==> src/rtl/reg_file_if.sv <==
// Register-file access bundle: two combinational read ports plus one write-back port.
// The master side is the pipeline (ID reads, WB writes); the slave side is the register file.
interface reg_file_if #(
    parameter int unsigned DATA_WIDTH = 32,
    parameter int unsigned ADDR_WIDTH = 5
);
    logic [ADDR_WIDTH-1:0] read_addr_1;
    logic [ADDR_WIDTH-1:0] read_addr_2;
    logic [DATA_WIDTH-1:0] read_data_1;
    logic [DATA_WIDTH-1:0] read_data_2;
    logic [ADDR_WIDTH-1:0] write_addr;
    logic [DATA_WIDTH-1:0] write_data;
    logic                  write_en;

    modport master (
        output read_addr_1,
        output read_addr_2,
        input  read_data_1,
        input  read_data_2,
        output write_addr,
        output write_data,
        output write_en
    );

    modport slave (
        input  read_addr_1,
        input  read_addr_2,
        output read_data_1,
        output read_data_2,
        input  write_addr,
        input  write_data,
        input  write_en
    );
endinterface

==> src/rtl/reg_file.sv <==
// Two-read, one-write MIPS register file with r0 hardwired to zero and same-cycle
// write-through bypass on both read ports.
module reg_file #(
    parameter int unsigned DATA_WIDTH = 32,
    parameter int unsigned ADDR_WIDTH = 5
) (
    input  logic        clk,
    input  logic        rst,
    reg_file_if.slave   bus
);
    localparam int unsigned Depth = 1 << ADDR_WIDTH;

    logic [DATA_WIDTH-1:0] regs_q [Depth];
    logic                  write_ok;

    // Writes to r0 are dropped so the stored r0 never leaves zero.
    assign write_ok = bus.write_en && (bus.write_addr != '0);

    always_ff @(posedge clk) begin
        if (rst) begin
            for (int i = 0; i < int'(Depth); i++) begin
                regs_q[i] <= '0;
            end
        end else if (write_ok) begin
            regs_q[bus.write_addr] <= bus.write_data;
        end
    end

    // Priority: reset, r0, bypass of the in-flight write, then storage.
    always_comb begin
        bus.read_data_1 = regs_q[bus.read_addr_1];
        if (rst || (bus.read_addr_1 == '0)) begin
            bus.read_data_1 = '0;
        end else if (bus.write_en && (bus.write_addr == bus.read_addr_1)) begin
            bus.read_data_1 = bus.write_data;
        end
    end

    always_comb begin
        bus.read_data_2 = regs_q[bus.read_addr_2];
        if (rst || (bus.read_addr_2 == '0)) begin
            bus.read_data_2 = '0;
        end else if (bus.write_en && (bus.write_addr == bus.read_addr_2)) begin
            bus.read_data_2 = bus.write_data;
        end
    end
endmodule
==> src/flat_wrapper.sv <==
// flat-port wrapper written by rule: the top's interface ports become plain ports
module reg_file_flat 
#(
    parameter int unsigned DATA_WIDTH = 32,
    parameter int unsigned ADDR_WIDTH = 5
)
  (clk, rst, bus_read_addr_1, bus_read_addr_2, bus_read_data_1, bus_read_data_2, bus_write_addr, bus_write_data, bus_write_en);
  reg_file_if #(.DATA_WIDTH(DATA_WIDTH), .ADDR_WIDTH(ADDR_WIDTH)) bus_i ();
  input  logic clk;
  input  logic rst;
  input wire logic [$bits(bus_i.read_addr_1)-1:0] bus_read_addr_1;
  input wire logic [$bits(bus_i.read_addr_2)-1:0] bus_read_addr_2;
  output wire logic [$bits(bus_i.read_data_1)-1:0] bus_read_data_1;
  output wire logic [$bits(bus_i.read_data_2)-1:0] bus_read_data_2;
  input wire logic [$bits(bus_i.write_addr)-1:0] bus_write_addr;
  input wire logic [$bits(bus_i.write_data)-1:0] bus_write_data;
  input wire logic [$bits(bus_i.write_en)-1:0] bus_write_en;
  assign bus_i.read_addr_1 = bus_read_addr_1;
  assign bus_i.read_addr_2 = bus_read_addr_2;
  assign bus_read_data_1 = bus_i.read_data_1;
  assign bus_read_data_2 = bus_i.read_data_2;
  assign bus_i.write_addr = bus_write_addr;
  assign bus_i.write_data = bus_write_data;
  assign bus_i.write_en = bus_write_en;
  reg_file #(.DATA_WIDTH(DATA_WIDTH), .ADDR_WIDTH(ADDR_WIDTH)) u_core (.clk(clk), .rst(rst), .bus(bus_i));
endmodule
==> config.mk <==
export PLATFORM = sky130hd
export DESIGN_NAME = reg_file_flat
export DESIGN_NICKNAME = d
export VERILOG_FILES = /design/src/rtl/reg_file_if.sv /design/src/rtl/reg_file.sv /design/src/flat_wrapper.sv
export SDC_FILE = /design/constraint.sdc
export NUM_CORES = 2
export LEC_CHECK = 0
export BUFFER_PORTS_ARGS = -buffer_cell sky130_fd_sc_hd__buf_2
export CAP_MARGIN = 20
export CORE_UTILIZATION = 41
export DETAILED_ROUTE_END_ITERATION = 8
export PLACE_DENSITY = 0.61
export SETUP_SLACK_MARGIN = 0.2
export SYNTH_ARGS = -nofsm -noshare
export SYNTH_HDL_FRONTEND = slang
export SYNTH_SLANG_ARGS = --single-unit
==> constraint.sdc <==
create_clock -name clk -period 4.5 [get_ports clk]
set_input_delay 0.45 -clock clk [delete_from_list [all_inputs] [get_ports clk]]
set_output_delay 0.45 -clock clk [all_outputs]
set_load 0.05 [all_outputs]
==> qor.csv <==
metric,value,unit
initial DRC count,5725,
routed vias/inst,6.442,
Site Rows,134,
"FF+latch count, synth",1024,
Yosys cell types,51,
Filler Cell Count,11460,
post-route minimum period,3759,ps
status,completed,
max-cap violations,0,
Hold Fails Final Rpt,0,
Vias,36610,
Syn Inst Count,3821,
data arrival time of the critical path,3310,ps
WHS Path Cells,1,
ys flop type,edfxtp_1,
Bufs on Longest Clock Path,3,
Routed wire per std cell,35.40,µm
Area contributors post-synth,"edfxtp_1, mux4_2, and2_1, mux2i_1, clkbuf_1",
Startpoint Class,input pin,
Die Area,135700,µm²
layout net count,3876,
clk slew on worst S/H paths,70,ps
Hold WC Path Type,in -> reg,
most common cell in the synthesized netlist,edfxtp_1,
"Max FO, Critical Path",39,
Resized Gates After CTS,0,
"EDFF count, synth",1024,
top post-synthesis cells by count,"edfxtp_1, and2_1, mux4_2",
first-pass GRT wire length,279.6,mm
sequential area share after synthesis,55.87,%
core area,133300,µm²
RSZ-0062 raised after global routing,false,
Root Buffer,clkbuf_16,
CTS Buf Count,110,
worst-margin pin slew,1151,ps
global route overflow,0,
number of flip-flops in the largest register,1024,
Peak VDD IR,0.0003088,V
asr flop ratio synth,0,%
CTS tree,built,
Detail Route Antenna Nets,0,
Post-CTS Setup Bufs,0,
Pleak,0.02163,µW
"area leader, netlist",edfxtp_1,
initial antenna violation count,25,
RePlAce Congestion,0.8813,
Final period util,83.54,%
Pre-antenna DRT Iters,5,
type of the worst setup path,in -> out,
end-of-flow core utilization,46.67,%
Post-Syn Area,55040,µm²
largest net degree at the start of global routing,108,
area of the multi-input gates,22880,µm²
"Hold-fix buffers, CTS",0,
drt drc,0,
CTS sink count,1024,
most flop-heavy register,u_core.regs_q,
final setup vio count,0,
PortBufs,113,
layout cells sized above 1,23.52,%
CP Capture Type,primary output,
synthesized area per cell,14.40,µm²
pwr/cell area,378.9,nW/µm²
relative slew slack,23.30,%
Setup crit end,bus_read_data_1[30],
H-tree levels,3,
Die W,368.4,µm
crit path from,bus_read_addr_1[2],
Tot GR Track Use,29.35,%
initial cell density of the core,41.29,%
DP HPWL,117.3,mm
die span in y,368.4,µm
Synth top area share,55.87,%
Sequential Area,30750,µm²
I/O pin cnt,114,
setup TNS,0,ps
vias in the first global route,36080,
top flop regs,u_core.regs_q: 1024 flops,
Area Growth Syn to Fin,13.02,%
WL final,201.2,mm
max-slew violations,0,
Synth warnings,0,
"Req. time, crit path",4050,ps
max frequency,0.2660,GHz
==> cell families (layout without fill, tap and decap cells) <==
logic type             Yosys count  count (layout)  share of synthesized area, %
AO/OA/AOI/OAI                  418             418                         6.004
XOR/XNOR                        10              10                        0.1591
buffers and inverters          423             482                         3.358
flip-flops                    1024            1024                         55.87
multiplexers                   648             648                         20.61
other                            1              36                      0.006814
AND/OR/NAND/NOR               1297            1297                         14.00
==> where the power goes <==
part	switching, µW	total [µW]	internal [µW]
logic	1920	3140	1220
registers	277	11300	11000
clock network	3950	9130	5180
==> per-layer routing <==
metal  wire, µm  vias up  GRT usage, %
li1           -    14710             -
met1      75470    18980         38.77
met2      94680     2437         46.70
met3      22110      474         6.385
met4       8877       10         12.58
met5         67        -             0
==> worst min path at each step <==
stage / from / end / slack [ps]
floorplan: bus_write_data[31] / u_core.regs_q[1][31] / 650
finish: rst / u_core.regs_q[0][23] / 170
detailed placement: rst / u_core.regs_q[0][23] / 900
global route: rst / u_core.regs_q[0][23] / 150
global placement: rst / u_core.regs_q[0][25] / 890
CTS: rst / u_core.regs_q[0][23] / 110
==> critical path: stages <==
cell and delay [ps]:
buf_6 300, buf_4 600, mux4_2 330, mux2i_1 70, nor2_1 100, nor4bb_1 70
a2111oi_1 920, buf_2 420
==> stage by stage <==
step	worst slack, ps	power (µW)	hold WS, ps	std cells	instance area (µm²)
2_1_floorplan	747.9	13300	648.2	3852	55160
3_3_place_gp	792.3	14540	891.5	5481	58660
3_5_place_dp	854.3	14580	897.3	5481	58660
4_1_cts	824.0	23570	105.4	5678	62170
5_1_grt	728.8	24080	148.1	5681	62200
6_report	740.9	23570	168.5	5683	62200
==> cell usage in the layout (no fill, tap or decap), types with 17 or more instances in the layout <==
master,n
a221o_1,34
a221oi_1,63
a22oi_1,73
a31oi_1,31
a32o_1,32
and2_1,992
buf_12,69
buf_2,76
buf_4,131
clkbuf_1,18
clkbuf_16,113
clkinv_1,22
clkinv_2,19
conb_1,32
edfxtp_1,1024
mux2i_1,251
mux4_2,387
nand2_1,85
nand2b_1,30
nand3_1,39
nand4_1,17
nor2_1,35
nor2_4,33
o211ai_1,30
o21ai_1,28
o22a_1,17
o22ai_1,30
or2_2,31
==> area by class of cell <==
type	count	share of cell area [%]
Inverter	3	0.02213
Timing Repair Buffer	282	4.546
Clock inverter	66	0.9977
Multi-Input combinational cell	2405	36.77
Clock buffer	131	4.654
Tap cell	1768	3.556
Sequential cell	1024	49.43
Antenna cell	4	0.01609
(Power assumes the default switching activity.)
